**config.mk**
```make
export PLATFORM = sky130hd
export DESIGN_NAME = serial_sub8
export DESIGN_NICKNAME = d
export VERILOG_FILES = /design/src/rtl/serial_sub_pkg.sv /design/src/rtl/full_sub_cell.sv /design/src/rtl/serial_sub8.sv
export SDC_FILE = /design/constraint.sdc
export NUM_CORES = 1
export LEC_CHECK = 0
export CAP_MARGIN = 15
export CORE_UTILIZATION = 50
export CTS_CLUSTER_DIAMETER = 60
export CTS_CLUSTER_SIZE = 25
export DETAILED_ROUTE_END_ITERATION = 16
export PLACE_DENSITY_LB_ADDON = 0.05
export SYNTH_ARGS = -nofsm -noshare
export SYNTH_HDL_FRONTEND = slang
export SYNTH_HIERARCHICAL = 1
export SYNTH_SLANG_ARGS = --single-unit
```
**constraint.sdc**
```tcl
create_clock -name clk -period 2.06 [get_ports clk]
set_input_delay 0.412 -clock clk [delete_from_list [all_inputs] [get_ports clk]]
set_output_delay 0.412 -clock clk [all_outputs]
set_load 0.02 [all_outputs]
```
**src/rtl/serial_sub_pkg.sv**
```systemverilog
// Shared types and constants for the bit-serial subtractor.
package serial_sub_pkg;

  localparam int unsigned SUB_WIDTH_DEF = 8;

  typedef enum logic [1:0] {
    IDLE  = 2'd0,
    SHIFT = 2'd1,
    DONE  = 2'd2
  } sub_state_e;

  // Counter must reach WIDTH-1 without wrapping, with headroom up to WIDTH.
  function automatic int unsigned sub_cnt_w(input int unsigned w);
    return $clog2(w + 1);
  endfunction

endpackage

```
**src/rtl/full_sub_cell.sv**
```systemverilog
// Combinational 1-bit full subtractor: d = x - y - bi, bo = borrow out.
module full_sub_cell (
  input  logic x,
  input  logic y,
  input  logic bi,
  output logic d,
  output logic bo
);

  assign d  = x ^ y ^ bi;
  assign bo = (~x & y) | (~(x ^ y) & bi);

endmodule

```
**src/rtl/serial_sub8.sv**
```systemverilog
// Bit-serial subtractor a - b - bin, LSB first, behind a start/done handshake.
// Define SERIAL_SUB_OVF_EN to add the signed-overflow output ovf.
module serial_sub8
  import serial_sub_pkg::*;
#(
  parameter int unsigned WIDTH = SUB_WIDTH_DEF
) (
  input  logic             clk,
  input  logic             rst_n,
  input  logic             start,
  input  logic [WIDTH-1:0] a,
  input  logic [WIDTH-1:0] b,
  input  logic             bin,
  output logic             busy,
  output logic             done,
  output logic [WIDTH-1:0] diff,
  output logic             bout
`ifdef SERIAL_SUB_OVF_EN
  ,
  output logic             ovf
`endif
);

  localparam int unsigned CW = sub_cnt_w(WIDTH);
  localparam logic [CW-1:0] LAST = CW'(WIDTH - 1);

  sub_state_e       state_q, state_d;
  logic [WIDTH-1:0] a_sh_q, a_sh_d;
  logic [WIDTH-1:0] b_sh_q, b_sh_d;
  logic [WIDTH-1:0] wrk_q, wrk_d;
  logic [WIDTH-1:0] diff_q, diff_d;
  logic [CW-1:0]    cnt_q, cnt_d;
  logic             brw_q, brw_d;
  logic             bout_q, bout_d;
  logic             cell_d, cell_bo;
  logic             capture;
  logic             last_bit;

`ifdef SERIAL_SUB_OVF_EN
  logic a_msb_q, a_msb_d;
  logic b_msb_q, b_msb_d;
  logic ovf_q, ovf_d;
`endif

  full_sub_cell u_cell (
    .x  (a_sh_q[0]),
    .y  (b_sh_q[0]),
    .bi (brw_q),
    .d  (cell_d),
    .bo (cell_bo)
  );

  assign capture  = start && (state_q == IDLE || state_q == DONE);
  assign last_bit = (state_q == SHIFT) && (cnt_q == LAST);

  // State register
  always_ff @(posedge clk or negedge rst_n) begin
    if (!rst_n) state_q <= IDLE;
    else        state_q <= state_d;
  end

  // Next-state logic
  always_comb begin
    state_d = state_q;
    unique case (state_q)
      IDLE:    if (start) state_d = SHIFT;
      SHIFT:   if (cnt_q == LAST) state_d = DONE;
      DONE:    state_d = start ? SHIFT : IDLE;
      default: state_d = IDLE;
    endcase
  end

  // Output logic
  always_comb begin
    busy = 1'b0;
    done = 1'b0;
    unique case (state_q)
      SHIFT:   busy = 1'b1;
      DONE:    done = 1'b1;
      default: ;
    endcase
  end

  // Datapath next values
  always_comb begin
    a_sh_d = a_sh_q;
    b_sh_d = b_sh_q;
    wrk_d  = wrk_q;
    brw_d  = brw_q;
    cnt_d  = cnt_q;
    diff_d = diff_q;
    bout_d = bout_q;
`ifdef SERIAL_SUB_OVF_EN
    a_msb_d = a_msb_q;
    b_msb_d = b_msb_q;
    ovf_d   = ovf_q;
`endif
    if (capture) begin
      a_sh_d = a;
      b_sh_d = b;
      brw_d  = bin;
      cnt_d  = '0;
`ifdef SERIAL_SUB_OVF_EN
      a_msb_d = a[WIDTH-1];
      b_msb_d = b[WIDTH-1];
`endif
    end else if (state_q == SHIFT) begin
      a_sh_d = a_sh_q >> 1;
      b_sh_d = b_sh_q >> 1;
      wrk_d  = {cell_d, wrk_q[WIDTH-1:1]};
      brw_d  = cell_bo;
      cnt_d  = cnt_q + CW'(1);
    end
    // Result registers move only on the edge that enters DONE.
    if (last_bit) begin
      diff_d = {cell_d, wrk_q[WIDTH-1:1]};
      bout_d = cell_bo;
`ifdef SERIAL_SUB_OVF_EN
      ovf_d  = (a_msb_q != b_msb_q) && (cell_d != a_msb_q);
`endif
    end
  end

  always_ff @(posedge clk or negedge rst_n) begin
    if (!rst_n) begin
      a_sh_q <= '0;
      b_sh_q <= '0;
      wrk_q  <= '0;
      brw_q  <= 1'b0;
      cnt_q  <= '0;
      diff_q <= '0;
      bout_q <= 1'b0;
    end else begin
      a_sh_q <= a_sh_d;
      b_sh_q <= b_sh_d;
      wrk_q  <= wrk_d;
      brw_q  <= brw_d;
      cnt_q  <= cnt_d;
      diff_q <= diff_d;
      bout_q <= bout_d;
    end
  end

`ifdef SERIAL_SUB_OVF_EN
  always_ff @(posedge clk or negedge rst_n) begin
    if (!rst_n) begin
      a_msb_q <= 1'b0;
      b_msb_q <= 1'b0;
      ovf_q   <= 1'b0;
    end else begin
      a_msb_q <= a_msb_d;
      b_msb_q <= b_msb_d;
      ovf_q   <= ovf_d;
    end
  end

  assign ovf = ovf_q;
`endif

  assign diff = diff_q;
  assign bout = bout_q;

endmodule

```
==> results_dict.tcl, run 1 <==
set metrics [dict create \
    fillCellCount 274 \
    run_status "completed" \
    drt_pre_antenna_iters 4 \
    setup-violations-final 0 \
    startpoint_type "flip-flop" \
    synth_warnings 6 \
    netlist_area_um2 1643 \
    detailroute.via_count 1249 \
    post-route-period-util_pct 96.24 \
    wire_length_of_the_first_global_routing_pass_um 5347 \
    antenna_found_initial 0 \
    floorplan.rows 20 \
    timing_worst_slew_pin_value_ps 573.8 \
    worstReg2RegStart "state_q[1]" \
    detail_route.wl_per_cell_um 12.79 \
    achievable-frequency_mhz 504.4 \
    initial_core_util_pct 53.37 \
    grt.total_usage_pct 21.23 \
    ant_nets 0 \
    fin_worst_hold_slack_ps 33.31 \
    final_hold_viols 0 \
    dieHeight_um 59.32 \
    tritoncts "yes" \
    rsz0062_at_grt "no" \
    clk_latency_ps 350 \
    fin_skew_ps 11.99 \
    setup.worst_path.class "flip-flop to primary output" \
    period_needed_ps 1983 \
    worstPathMaxFanout 5 \
    die_w_um 59.32 \
    cellLeakagePower_nw 0.9627 \
    final_max_slew_viol_count 0 \
    layout-area-overhead-vs-synth_pct 26.20 \
    avgSynthCellArea_um2 10.14 \
    total_half_perimeter_wirelength_after_legalization_and_detailed_placement_um 2096 \
    cts.root.buffer_cell "clkbuf_4" \
    timing.max_slew.rel_slack_pct 61.75 \
    first_global_vias 1202 \
    vias_per_cell 5.161 \
    endpoint_kind "primary output" \
    grt_remaining_overflow 0 \
    cp_data_required_time_ps 1650 \
    numPortBuffers 30 \
    worst_setup_hold_path_clk_slew_ps 120 \
    post_route_cells_drive_above_1_share_pct 13.64 \
    final-seq-area_um2 975.9 \
    cts.path.max_buffers 2 \
    power.density_cell_area_nw_per_um2 1475 \
    design.core.area_um2 3078 \
    yosysSeqAreaShare_pct 59.41 \
    cts.sink_count 39 \
    finalNetCount 219 \
    gp_routability_congestion 0.7654 \
    r2r_slack_ps 440 \
    worstReg2RegEnd "bout" \
    htree_levels 2 \
    worst_ep_arrival_time_ps 1570 \
    worstHoldPathType "primary input to asynchronous set/reset pin" \
    num_io_pins 31 \
    ff2ff_path_depth 3 \
    drt_wl_total_um 3096 \
    dieArea_um2 3519 \
    drt_drc_violations_left 0 \
    synth.distinct_cells 26 \
    syn-instance-count 162 \
    synth.net_count 184 \
    multi_input_comb_area_um2 608.1 \
    drt_iter0_drc 58 \
    cts_made_buffers 5 \
    cts-hold-fix-buffers 0 \
    ys_seq_elements 39 \
    vdd.ir_drop.worst_mv 0.7310 \
    final.setup.tns_ps 0 \
    antennaDiodeCount 0 \
    grt_start_max_net_pins 28 \
    number_of_max_capacitance_violations_reported 0 \
]
[layout by cell type (no fill, tap or decap)]
cell             Yosys  final
o22ai_1              2      2
inv_1                3      3
mux2_2               9      9
nand3b_1             1      1
nand2_1             50     50
nor3_4               1      1
nor3_1               2      2
a22oi_1              2      2
dfrtp_1             39     39
o21ai_0              2      2
nor2_1              15     15
and2b_1              2      2
clkdlybuf4s50_1      0     28
clkinvlp_4           0      1
fa_1                 1      1
buf_2                2      1
nand2b_1             2      2
a21oi_1              1      1
buf_4                0      7
a31oi_1             11     11
inv_2                1      1
nand3_1              3      3
dlygate4sd2_1        0      1
nand4_1              1      1
ha_1                 1      1
clkbuf_8             0      2
a22o_1               2      2
xor2_1               1      1
mux2i_1              1      1
clkbuf_4             0      5
[layer usage]
metal | global-route usage, % | share of wire, % | up-vias
met5 | 0 | 0 | -
met2 | 32.74 | 49 | 25
met4 | 13.61 | 2.7 | 0
met1 | 26.92 | 45 | 608
li1 | - | - | 608
met3 | 4.803 | 3.6 | 8
[synth_stat cells, drive strengths merged]
cell type,number,area [um^2]
nor3,3,26.28
nand2,50,187.7
a31oi,11,68.82
a21oi,1,5.000
xor2,1,8.760
nand4,1,6.260
and2b,2,15.01
mux2,9,101.4
dfrtp,39,975.9
a22o,2,17.52
o21ai,2,10.01
buf,3,21.27
inv,4,15.01
a22oi,2,15.01
clkbuf,6,22.52
nand3b,1,7.510
o22ai,2,12.51
fa,1,20.02
nand2b,2,12.51
nor2,15,56.30
mux2i,1,10.01
ha,1,12.51
nand3,3,15.01
[where the power goes]
group | internal [mW] | switching, mW
clock | 0.199 | 0.254
combinational | 0.585 | 0.701
sequential | 1.11 | 0.204
[registers in the layout, summed over array words and instances (netlist names)]
name     flops
bout         1
brw_q        1
a_sh_q       8
cnt_q        4
state_q      2
diff         8
b_sh_q       8
wrk_q        7
[area by class of cell]
class	instances	area share [%]
clock buffer	7	3.138
clock inverter	1	0.3621
inverter	4	0.7242
multi-input combinational	110	29.33
sequential	39	47.07
tap	44	2.655
timing repair buffer	37	16.72
[through the flow]
stage | cells | power (mW) | instance area, um^2 | utilization [%] | worst slack, ps
2_1_floorplan | 162 | 2.180 | 1643 | - | 598.6
3_3_place_gp | 234 | 2.579 | 2002 | 65.04 | 374.3
3_5_place_dp | 234 | 2.631 | 2002 | 65.04 | 350.5
4_1_cts | 242 | 3.085 | 2073 | 67.36 | 59.18
5_1_grt | 242 | 3.303 | 2073 | 67.36 | 25.82
6_report | 242 | 3.058 | 2073 | 67.36 | 77.42
[kinds of logic (layout without fill, tap and decap cells)]
| group | count (synthesis) | after routing | share of synthesized area, % |
|---|---|---|---|
| buffers and inverters | 13 | 49 | 3.579 |
| AO/OA/AOI/OAI | 20 | 20 | 7.844 |
| multiplexers | 10 | 10 | 6.779 |
| flip-flops | 39 | 39 | 59.41 |
| XOR/XNOR | 1 | 1 | 0.5332 |
| adder cells (fa/ha/maj) | 2 | 2 | 1.980 |
| AND/OR/NAND/NOR | 77 | 77 | 19.88 |
[worst max-delay path by stage]
stage	startpoint	end	slack [ps]
final	state_q[0]	done	80
after global placement	state_q[1]	busy	370
after floorplan	state_q[1]	bout	600
after detailed placement	state_q[1]	busy	350
after global routing	state_q[0]	done	30
after CTS	state_q[0]	done	60
[worst max-delay path, stage by stage, from the launching register on]
cell,delay (ps)
dfrtp_1,430
and2b_1,200
clkdlybuf4s50_1,590
[what timing repair did]
item	in CTS	in global routing
buffers inserted	0	0
resized for setup	1	0
setup endpoints to repair	1	0
No activity file was read; power rests on OpenSTA's default activity.
==> inputs of run 2 (changes only) <==
- ABC_AREA: unset -> 1
==> run 2 against run 1 <==
  * Non-clock buffer count down 2
  * Critical path depth up 2
  * Cell count up 14%
  * Total power up 1.0%
  * Clock-buffer cell count up 1
  * Flip-flop and latch count unchanged
  * Combinational power up 3%
  * Worst setup slack better by 9.5 ps
  * Design area up 1.4%
  * Routed wire length up 1.9%
  * Synthesized cell count up 20%
  * First-iteration DRC count up 48%
  * Critical endpoint is now busy
  * Highest routed layer unchanged
==> results_dict.tcl, run 2 <==
set metrics [dict create \
    achievable-frequency_mhz 506.8 \
    grt.total_usage_pct 20.56 \
    cts.root.buffer_cell "clkbuf_4" \
    gp_routability_congestion 0.7464 \
    worstPathMaxFanout 3 \
    num_io_pins 31 \
    timing.max_slew.rel_slack_pct 60.85 \
    synth_warnings 6 \
    worst_setup_hold_path_clk_slew_ps 110 \
    run_status "completed" \
    post_dp_cell_area_um2 2033 \
    synth_top_cell_by_area "dfrtp_1" \
    synth_area_leaders "dfrtp_1 (57%), nand2_1 (13%), o21ai_0 (7.9%)" \
    cts-hold-fix-buffers 0 \
    vias_per_cell 4.880 \
    clock_power_share_pct 14.2 \
    initial_core_util_pct 54.17 \
    antenna_found_initial 0 \
    netlist_area_um2 1708 \
    number_of_max_capacitance_violations_reported 0 \
    yosysSeqAreaShare_pct 57.14 \
    endpoint_kind "primary output" \
    setup.worst_path.class "flip-flop to primary output" \
    drt_wl_total_um 3154 \
    tritoncts "yes" \
    grt_remaining_overflow 0 \
    final_hold_viols 0 \
    ant_nets 0 \
    stdcell_area_um2 2102 \
    power.net_switching_mw 1.230 \
    period_needed_ps 1973 \
    startpoint_type "flip-flop" \
    vdd.ir_drop.worst_mv 0.6112 \
    wire_length_of_the_first_global_routing_pass_um 5430 \
    power_frac_seq_pct 42.9 \
    synth.net_count 217 \
    place_ws_ps 330.5 \
    final_max_slew_viol_count 0 \
    drt_iter0_drc 86 \
    top_layer_used "met4" \
    post_route_cells_drive_above_1_share_pct 8.225 \
    fillCellCount 285 \
    wl_met3_um 158 \
    combinationalPowerShare_pct 42.9 \
    mostFrequentLayoutCells "nand2_1 (61), dfrtp_1 (39), clkdlybuf4s50_1 (29)" \
    cts.sink_count 39 \
    cellLeakagePower_nw 1.006 \
    numPortBuffers 30 \
    ys_seq_elements 39 \
    synthFlopType "dfrtp_1" \
    synthDominantCellAreaShare_pct 57.14 \
    finalNetCount 252 \
    antennaDiodeCount 0 \
    timing_worst_slew_pin_value_ps 585.4 \
    design.core.area_um2 3153 \
    clk_latency_ps 330 \
    cts-resized-gates 0 \
    first_global_vias 1301 \
    synth-edff-count 0 \
    cp_data_required_time_ps 1650 \
    synth.cells.most_frequent "nand2_1 (61), dfrtp_1 (39), o21ai_0 (27), inv_1 (18), nor2_1 (18)" \
    met2_wirelength_um 1634 \
    most_common_cell_after_layout_fill_and_taps_aside "nand2_1" \
    drt_drc_violations_left 0 \
    grt_start_max_net_pins 28 \
    cts.path.max_buffers 2 \
    dieHeight_um 60.45 \
    setup-violations-final 0 \
    fin_worst_hold_slack_ps 54.52 \
    yosysMostFrequentCell "nand2_1" \
    power.share.switching_pct 39.81 \
    worstHoldPathType "primary input to asynchronous set/reset pin" \
    detail_route.wl_per_cell_um 11.47 \
    finalPower_mw 3.090 \
    layout-area-overhead-vs-synth_pct 23.08 \
    total_half_perimeter_wirelength_after_legalization_and_detailed_placement_um 2284 \
    floorplan.rows 20 \
    die_w_um 60.45 \
    worst_ep_arrival_time_ps 1560 \
    synth_async_sr_flop_share_pct 100.0 \
    cts_made_buffers 5 \
    post-cts-setup-buffers 0 \
    post-route-period-util_pct 95.78 \
    rsz0062_at_grt "no" \
    htree_levels 2 \
    multi_input_comb_area_um2 590.6 \
    timing.final.ws_setup_ps 86.95 \
    avgSynthCellArea_um2 8.758 \
    synth.distinct_cells 20 \
    final-seq-area_um2 975.9 \
    internal_power_component_mw 1.860 \
    fin_skew_ps 6.475 \
    drt_pre_antenna_iters 4 \
    dieArea_um2 3654 \
    syn-instance-count 195 \
    power.density_cell_area_nw_per_um2 1470 \
    detailroute.via_count 1342 \
    wirelength_met1_um 1340 \
    final.setup.tns_ps 0 \
]
==> run 2: worst max-delay path, stage by stage (launching register included) <==
cell             delay [ps]
dfrtp_1                 380
inv_1                   110
nand2_2                  90
inv_2                    60
clkdlybuf4s50_1         590
==> run 2: area by class of cell <==
type / instances / share of cell area, %
clock buffers: 8 / 3.274
flip-flops and latches: 39 / 46.43
repair buffers: 35 / 15.83
well taps: 44 / 2.619
inverters: 21 / 3.750
multi-input cells: 128 / 28.10
==> run 2: per-layer routing <==
layer	GRT usage [%]	vias up
met4	7.792	0
met3	6.397	4
met5	0	-
li1	-	675
met2	36.26	36
met1	23.37	627
==> run 2: power groups by stage <==
stage | sequential (mW) | clock, mW | combinational, mW
floorplan | 1.39 | 0 | 0.885
finish | 1.33 | 0.438 | 1.33
global placement | 1.33 | 0 | 1.30
CTS | 1.33 | 0.452 | 1.35
global route | 1.37 | 0.487 | 1.54
detailed placement | 1.35 | 0 | 1.34
==> run 2: cells by family after synthesis <==
family	synth area share, %
AO/OA/AOI/OAI	10.84
adder cells (fa/ha/maj)	1.905
buffers and inverters	8.277
AND/OR/NAND/NOR	21.83
flip-flops	57.14
==> run 2: worst paths after layout <==
kind                              to  startpoint  depth (start not counted)  slack [ps]
setup / recovery                busy  state_q[1]                          4          90
hold / removal               diff[3]       rst_n                          1          50
setup reg to reg             diff[7]  state_q[1]                          5         490
hold reg to reg              diff[4]    wrk_q[5]                          2         500
max in group asynchronous  a_sh_q[7]       rst_n                          2        1480
min in group clk             diff[4]    wrk_q[5]                          2         500
==> run 2: stage by stage <==
| stage | std cells | utilization, % |
|---|---|---|
| after CTS | 275 | 66.67 |
| after global placement | 267 | 64.48 |
| after floorplan | 195 | - |
| after global routing | 275 | 66.67 |
| after detailed placement | 267 | 64.48 |
| final | 275 | 66.67 |
